===== src/rtl/audio_dc_mixer_if.sv =====
`default_nettype none
// ============================================================================
// Module   : audio_dc_mixer_if
// Brief    : Stereo sample bus between the core audio and the output mixer.
// Revision : 1.0
// ============================================================================
interface audio_dc_mixer_if;
    logic signed [15:0] in_l;
    logic signed [15:0] in_r;
    logic               bypass;
    logic               mute;
    logic signed [15:0] out_l;
    logic signed [15:0] out_r;
    logic               sample_stb;

    modport master (
        output in_l, in_r, bypass, mute,
        input  out_l, out_r, sample_stb
    );

    modport slave (
        input  in_l, in_r, bypass, mute,
        output out_l, out_r, sample_stb
    );
endinterface
`default_nettype wire


===== src/rtl/audio_dc_mixer.sv =====
`default_nettype none
// ============================================================================
// Module   : audio_dc_mixer
// Brief    : Decimating DC-blocking high-pass with soft mute ramp and 16-bit
//            saturation; one shared datapath serves left then right.
// Revision : 1.0
// ============================================================================
module audio_dc_mixer #(
    parameter int SAMPLE_DIV = 1184,
    parameter int K          = 10
) (
    input  wire             clk_sys,
    input  wire             reset,
    audio_dc_mixer_if.slave bus
);

    typedef enum logic [2:0] {
        S_IDLE   = 3'd0,
        S_CAP    = 3'd1,
        S_CALC_L = 3'd2,
        S_CALC_R = 3'd3,
        S_OUT    = 3'd4
    } state_t;

    localparam logic [15:0] c_div_max   = 16'(SAMPLE_DIV - 1);
    localparam logic [6:0]  c_gain_full = 7'd64;

    state_t             r_state;
    state_t             w_state_next;
    logic               w_cap;
    logic               w_calc_l;
    logic               w_calc_r;

    logic [15:0]        r_div;
    logic               w_tick;

    logic signed [15:0] r_x_l;
    logic signed [15:0] r_x_r;
    logic signed [15:0] r_xp_l;
    logic signed [15:0] r_xp_r;
    logic signed [25:0] r_y_l;
    logic signed [25:0] r_y_r;
    logic [6:0]         r_gain;
    logic signed [15:0] r_out_l;
    logic signed [15:0] r_out_r;
    logic               r_stb;

    logic signed [15:0] w_x;
    logic signed [15:0] w_xp;
    logic signed [25:0] w_y;
    logic signed [16:0] w_d;
    logic signed [25:0] w_y_shr;
    logic signed [27:0] w_sum;
    logic signed [25:0] w_y_new;

    logic [6:0]         w_gain_new;
    logic signed [7:0]  w_gain_s;
    logic signed [17:0] w_v_l;
    logic signed [17:0] w_v_r;
    logic signed [25:0] w_p_l;
    logic signed [25:0] w_p_r;

    function automatic logic signed [25:0] sat_y(input logic signed [27:0] s);
        if (s > 28'sd33554431)
            return 26'sh1FFFFFF;
        else if (s < -28'sd33554432)
            return 26'sh2000000;
        else
            return s[25:0];
    endfunction

    function automatic logic signed [15:0] sat16(input logic signed [25:0] v);
        if (v > 26'sd32767)
            return 16'sh7FFF;
        else if (v < -26'sd32768)
            return 16'sh8000;
        else
            return v[15:0];
    endfunction

    assign w_tick = (r_div == c_div_max);

    always_ff @(posedge clk_sys) begin
        if (reset)
            r_state <= S_IDLE;
        else
            r_state <= w_state_next;
    end

    // Ticks arriving outside IDLE are dropped.
    always_comb begin
        w_state_next = r_state;
        w_cap        = 1'b0;
        w_calc_l     = 1'b0;
        w_calc_r     = 1'b0;
        case (r_state)
            S_IDLE:   if (w_tick) w_state_next = S_CAP;
            S_CAP: begin
                w_cap        = 1'b1;
                w_state_next = S_CALC_L;
            end
            S_CALC_L: begin
                w_calc_l     = 1'b1;
                w_state_next = S_CALC_R;
            end
            S_CALC_R: begin
                w_calc_r     = 1'b1;
                w_state_next = S_OUT;
            end
            S_OUT:    w_state_next = S_IDLE;
            default:  w_state_next = S_IDLE;
        endcase
    end

    always_comb begin
        w_x  = r_x_l;
        w_xp = r_xp_l;
        w_y  = r_y_l;
        if (w_calc_r) begin
            w_x  = r_x_r;
            w_xp = r_xp_r;
            w_y  = r_y_r;
        end
    end

    assign w_d     = {w_x[15], w_x} - {w_xp[15], w_xp};
    assign w_y_shr = w_y >>> K;
    assign w_sum   = {{2{w_y[25]}}, w_y}
                   + {{3{w_d[16]}}, w_d, 8'd0}
                   - {{2{w_y_shr[25]}}, w_y_shr};
    assign w_y_new = sat_y(w_sum);

    always_comb begin
        w_gain_new = r_gain;
        if (bus.mute) begin
            if (r_gain != 7'd0)
                w_gain_new = r_gain - 7'd1;
        end else if (r_gain < c_gain_full) begin
            w_gain_new = r_gain + 7'd1;
        end
    end

    // Left Y is already registered during CALC_R; right Y is still on the
    // shared datapath, so both channels are scaled in that cycle and land
    // together with the strobe in OUT.
    assign w_gain_s = {1'b0, w_gain_new};
    assign w_v_l    = bus.bypass ? {{2{r_x_l[15]}}, r_x_l} : r_y_l[25:8];
    assign w_v_r    = bus.bypass ? {{2{r_x_r[15]}}, r_x_r} : w_y_new[25:8];
    assign w_p_l    = 26'(w_v_l) * 26'(w_gain_s);
    assign w_p_r    = 26'(w_v_r) * 26'(w_gain_s);

    always_ff @(posedge clk_sys) begin
        if (reset) begin
            r_div   <= '0;
            r_x_l   <= '0;
            r_x_r   <= '0;
            r_xp_l  <= '0;
            r_xp_r  <= '0;
            r_y_l   <= '0;
            r_y_r   <= '0;
            r_gain  <= '0;
            r_out_l <= '0;
            r_out_r <= '0;
            r_stb   <= 1'b0;
        end else begin
            r_div <= w_tick ? 16'd0 : r_div + 16'd1;
            r_stb <= w_calc_r;
            if (w_cap) begin
                r_x_l <= bus.in_l;
                r_x_r <= bus.in_r;
            end
            if (w_calc_l) begin
                r_xp_l <= r_x_l;
                r_y_l  <= w_y_new;
            end
            if (w_calc_r) begin
                r_xp_r  <= r_x_r;
                r_y_r   <= w_y_new;
                r_gain  <= w_gain_new;
                r_out_l <= sat16(w_p_l >>> 6);
                r_out_r <= sat16(w_p_r >>> 6);
            end
        end
    end

    assign bus.out_l      = r_out_l;
    assign bus.out_r      = r_out_r;
    assign bus.sample_stb = r_stb;

endmodule
`default_nettype wire

===== src/flat_wrapper.sv =====
// flat-port wrapper written by rule: the top's interface ports become plain ports
module audio_dc_mixer_flat 
#(
    parameter int SAMPLE_DIV = 1184,
    parameter int K          = 10
)
  (clk_sys, reset, bus_in_l, bus_in_r, bus_bypass, bus_mute, bus_out_l, bus_out_r, bus_sample_stb);
  audio_dc_mixer_if bus_i ();
  input  wire clk_sys;
  input  wire reset;
  input wire logic [$bits(bus_i.in_l)-1:0] bus_in_l;
  input wire logic [$bits(bus_i.in_r)-1:0] bus_in_r;
  input wire logic [$bits(bus_i.bypass)-1:0] bus_bypass;
  input wire logic [$bits(bus_i.mute)-1:0] bus_mute;
  output wire logic [$bits(bus_i.out_l)-1:0] bus_out_l;
  output wire logic [$bits(bus_i.out_r)-1:0] bus_out_r;
  output wire logic [$bits(bus_i.sample_stb)-1:0] bus_sample_stb;
  assign bus_i.in_l = bus_in_l;
  assign bus_i.in_r = bus_in_r;
  assign bus_i.bypass = bus_bypass;
  assign bus_i.mute = bus_mute;
  assign bus_out_l = bus_i.out_l;
  assign bus_out_r = bus_i.out_r;
  assign bus_sample_stb = bus_i.sample_stb;
  audio_dc_mixer #(.SAMPLE_DIV(SAMPLE_DIV), .K(K)) u_core (.clk_sys(clk_sys), .reset(reset), .bus(bus_i));
endmodule

===== config.mk =====
export PLATFORM = sky130hd
export DESIGN_NAME = audio_dc_mixer_flat
export DESIGN_NICKNAME = d
export VERILOG_FILES = /design/src/rtl/audio_dc_mixer_if.sv /design/src/rtl/audio_dc_mixer.sv /design/src/flat_wrapper.sv
export SDC_FILE = /design/constraint.sdc
export NUM_CORES = 1
export LEC_CHECK = 0
export ABC_AREA = 1
export BUFFER_PORTS_ARGS = -buffer_cell sky130_fd_sc_hd__buf_2
export CAP_MARGIN = 20
export CORE_ASPECT_RATIO = 0.75
export CORE_UTILIZATION = 40
export CTS_CLUSTER_DIAMETER = 120
export DETAILED_ROUTE_END_ITERATION = 12
export GPL_TIMING_DRIVEN = 0
export REMOVE_ABC_BUFFERS = 1
export SYNTH_ARGS = -nofsm -noshare
export SYNTH_HDL_FRONTEND = slang
export SYNTH_SLANG_ARGS = --single-unit

===== constraint.sdc =====
create_clock -name clk_sys -period 21.5 [get_ports clk_sys]
set_clock_uncertainty 0.15 [all_clocks]
set_input_delay 3.225 -clock clk_sys [delete_from_list [all_inputs] [get_ports clk_sys]]
set_output_delay 3.225 -clock clk_sys [all_outputs]
set_load 0.05 [all_outputs]

==> flow_summary.yaml <==
status:
  run_status: "completed"
place:
  place_congestion: 0.928
  place_ws_ps: 8800
  dp_hpwl_mm: 42.6
  port_buffers: 68
final_layout:
  drive_above_1_share: 0.0737
  final_cell_mix: "inv_1 (560), nand2_1 (455), nor2_1 (356)"
  areaGrowthSynthToFinish_pct: 8.84
  final_common_cell: "inv_1"
  diodes: 0
  fin_nets: 3185
drt:
  drt-vias-per-instance: 5.03
  drt_iter0_markers: 1328
  wl_per_cell_um: 15.6
  drc: 0
  postRouteAntennaNets: 0
  dr_total_vias: 17300
  wirelength_mm: 53.8
  dr.pass1.iters: 5
yosys:
  synth-async-reset-ratio: 0
  netlist_area_sq_um: 19800
  yosysWarnings: 0
  synth_edf_count: 0
  synth_cell_type_count: 53
  syn_inst: 2767
  ys_seq_area_frac: 0.177
  syn_area_per_cell_sq_um: 7.16
  synth_ff_type: "dfxtp_1"
  synth-seq-cells: 175
pwr:
  ir_drop_mv: 0.0526
  p_sw_frac: 0.304
  p_leak_nw: 11.1
  p_sw_mw: 0.220
  power.density_nw_per_um2: 33.6
  clkPwrFrac: 0.453
  p_int_mw: 0.505
  total_power_mw: 0.725
  pwr-share-comb: 0.100
  pwr-share-seq: 0.447
cts:
  insertion_delay_ps: 470
  postCtsSetupRepairBufs: 0
  clk_pin_slew_ps: 80
  cts_tree: "yes"
  clock_sinks: 175
  clockRootBuffer: "clkbuf_16"
  postCtsHoldBufs: 0
  cts.path.max_buffers: 2
  htree_levels: 4
  cts-buffers-inserted: 17
  cts_resized: 0
hold_path:
  hold_depth: 1
  min_from: "u_core.r_div[0]"
  worst_hold_path_type: "flip-flop to flip-flop"
  hold_path_end: "u_core.r_div[0]"
setup_path:
  crit_type: "flip-flop to flip-flop"
  rr_endpoint: "u_core.bus.out_r[14]"
  r2r_setup_slack_ps: 8590
  rr_startpoint: "u_core.r_state[0]"
  crit_slowest_cell: "fa_1"
  crit_family: "compound AO/OA/AOI/OAI gates"
  path_buf_inv: 15
  cp_slowest_stage_delay_ps: 550
  cpMostUsedCell: "nand2_1"
  worstPathRequired_ps: 21680
  reg2reg_depth: 63
  startpoint_type: "flip-flop"
  path_max_fanout: 15
  arrival_ps: 13090
  endpoint_kind: "flip-flop"
flow_run:
  cap_violations: 0
floorplanning:
  design.core.area_sq_um: 48800
  start_util: 0.406
  io_pins: 69
  die-width_um: 259
  die-area_sq_um: 50500
  rows: 70
  die_height_um: 195
timing:
  fmax_ghz: 0.0775
  slew_headroom: 0.277
  fin_crit_ps: 12910
  fin_ws_ps: 8590
  finalSetupViolCount: 0
  worst_slew_pin_slew_ps: 1080
  final_hold_viol_count: 0
  rsz0062_at_grt: "no"
  finalMaxSlewViolations: 0
  period_share: 0.600
grt:
  grt_pass1_vias: 17300
  track_usage: 0.223
  grt-ovfl-total: 0
  grt_pass1_wl_mm: 90.0
  antenna_found_initial: 1
  grt_max_degree: 83
## cells by family after synthesis
kind of cell | Yosys count | share of synthesized area
flip-flops | 175 | 0.177
adder cells (fa/ha/maj) | 365 | 0.310
buffers and inverters | 663 | 0.127
AND/OR/NAND/NOR | 946 | 0.195
AO/OA/AOI/OAI | 517 | 0.145
multiplexers | 17 | 0.00858
XOR/XNOR | 84 | 0.0381
## area by class of cell
cell class,count,area [sq um]
fillers,5051,27200
multi-input cells,1929,13800
flip-flops and latches,175,3500
inverters,573,2160
well taps,648,811
repair buffers,88,676
clock buffers,17,425
clock inverters,15,184
## metal layers
layer / GRT usage / up-vias / share of wire
li1: - / 8591 / -
met1: 0.332 / 8223 / 0.50
met2: 0.333 / 470 / 0.42
met3: 0.0359 / 59 / 0.061
met4: 0.0539 / 0 / 0.019
met5: 0 / - / 0
## worst max path at each step
stage / from / to / slack (ps) / depth (start not counted)
after floorplan: u_core.r_state[1] / u_core.bus.out_r[10] / 400 / 38
after global placement: u_core.r_state[1] / u_core.bus.out_r[10] / -11330 / 39
after detailed placement: u_core.r_state[0] / u_core.bus.out_r[14] / 8800 / 61
after CTS: u_core.r_state[0] / u_core.bus.out_r[14] / 8740 / 61
after global routing: u_core.r_state[0] / u_core.bus.out_r[14] / 7690 / 62
final: u_core.r_state[0] / u_core.bus.out_r[14] / 8590 / 63
## worst reg2reg max path, delay by kind of cell, from the launching register on
kind | cells | cell delay [ps]
flip-flops | 1 | 370
AO/OA/AOI/OAI | 17 | 3790
buffers and inverters | 15 | 2040
AND/OR/NAND/NOR | 22 | 2770
adder cells (fa/ha/maj) | 9 | 3690
## registers in the layout, summed over array words and instances (netlist names)
name / cells
u_core.r_gain: 7
u_core.r_y_r: 26
u_core.r_xp_l: 16
u_core.r_y_l: 26
u_core.r_x_l: 16
u_core.r_x_r: 16
u_core.r_state: 3
u_core.bus.sample_stb: 1
u_core.bus.out_r: 16
u_core.r_xp_r: 16
u_core.r_div: 16
u_core.bus.out_l: 16
## stage by stage
stage	TNS, ps	instances	hold WS, ps	instance area, sq um	util
floorplan	0	2677	268	19500	-
finish	0	3445	311	21600	0.442
detailed placement	0	3411	297	20900	0.429
global route	0	3445	329	21600	0.442
global placement	-496740	3393	281	20600	0.422
CTS	0	3443	311	21500	0.441
## power by group through the flow
| stage | clock, mW | combinational (mW) | sequential [mW] |
|---|---|---|---|
| global route | 0.351 | 0.0819 | 0.325 |
| floorplan | 0 | 0.0456 | 0.332 |
| finish | 0.328 | 0.0725 | 0.324 |
| CTS | 0.336 | 0.0728 | 0.324 |
| global placement | 0 | 0.0705 | 0.332 |
| detailed placement | 0 | 0.0719 | 0.332 |
## Yosys cell counts, drive strengths merged (6+ instances only)
cell type	count	share of area
o211ai	19	0.0072
nand3	51	0.014
a31oi	8	0.0025
a21oi	219	0.060
or2	15	0.0047
clkinv	6	0.0011
clkbuf	81	0.015
nand2	478	0.094
mux2i	17	0.0086
nor4	6	0.0019
o21a	8	0.0030
nor3	15	0.0038
dfxtp	175	0.18
o21ai	238	0.060
inv	567	0.11
ha	156	0.098
o21bai	10	0.0044
xnor2	29	0.013
nand4	11	0.0038
nor2	360	0.069
fa	209	0.21
buf	9	0.0033
xor2	55	0.025
(Power assumes the default switching activity.)
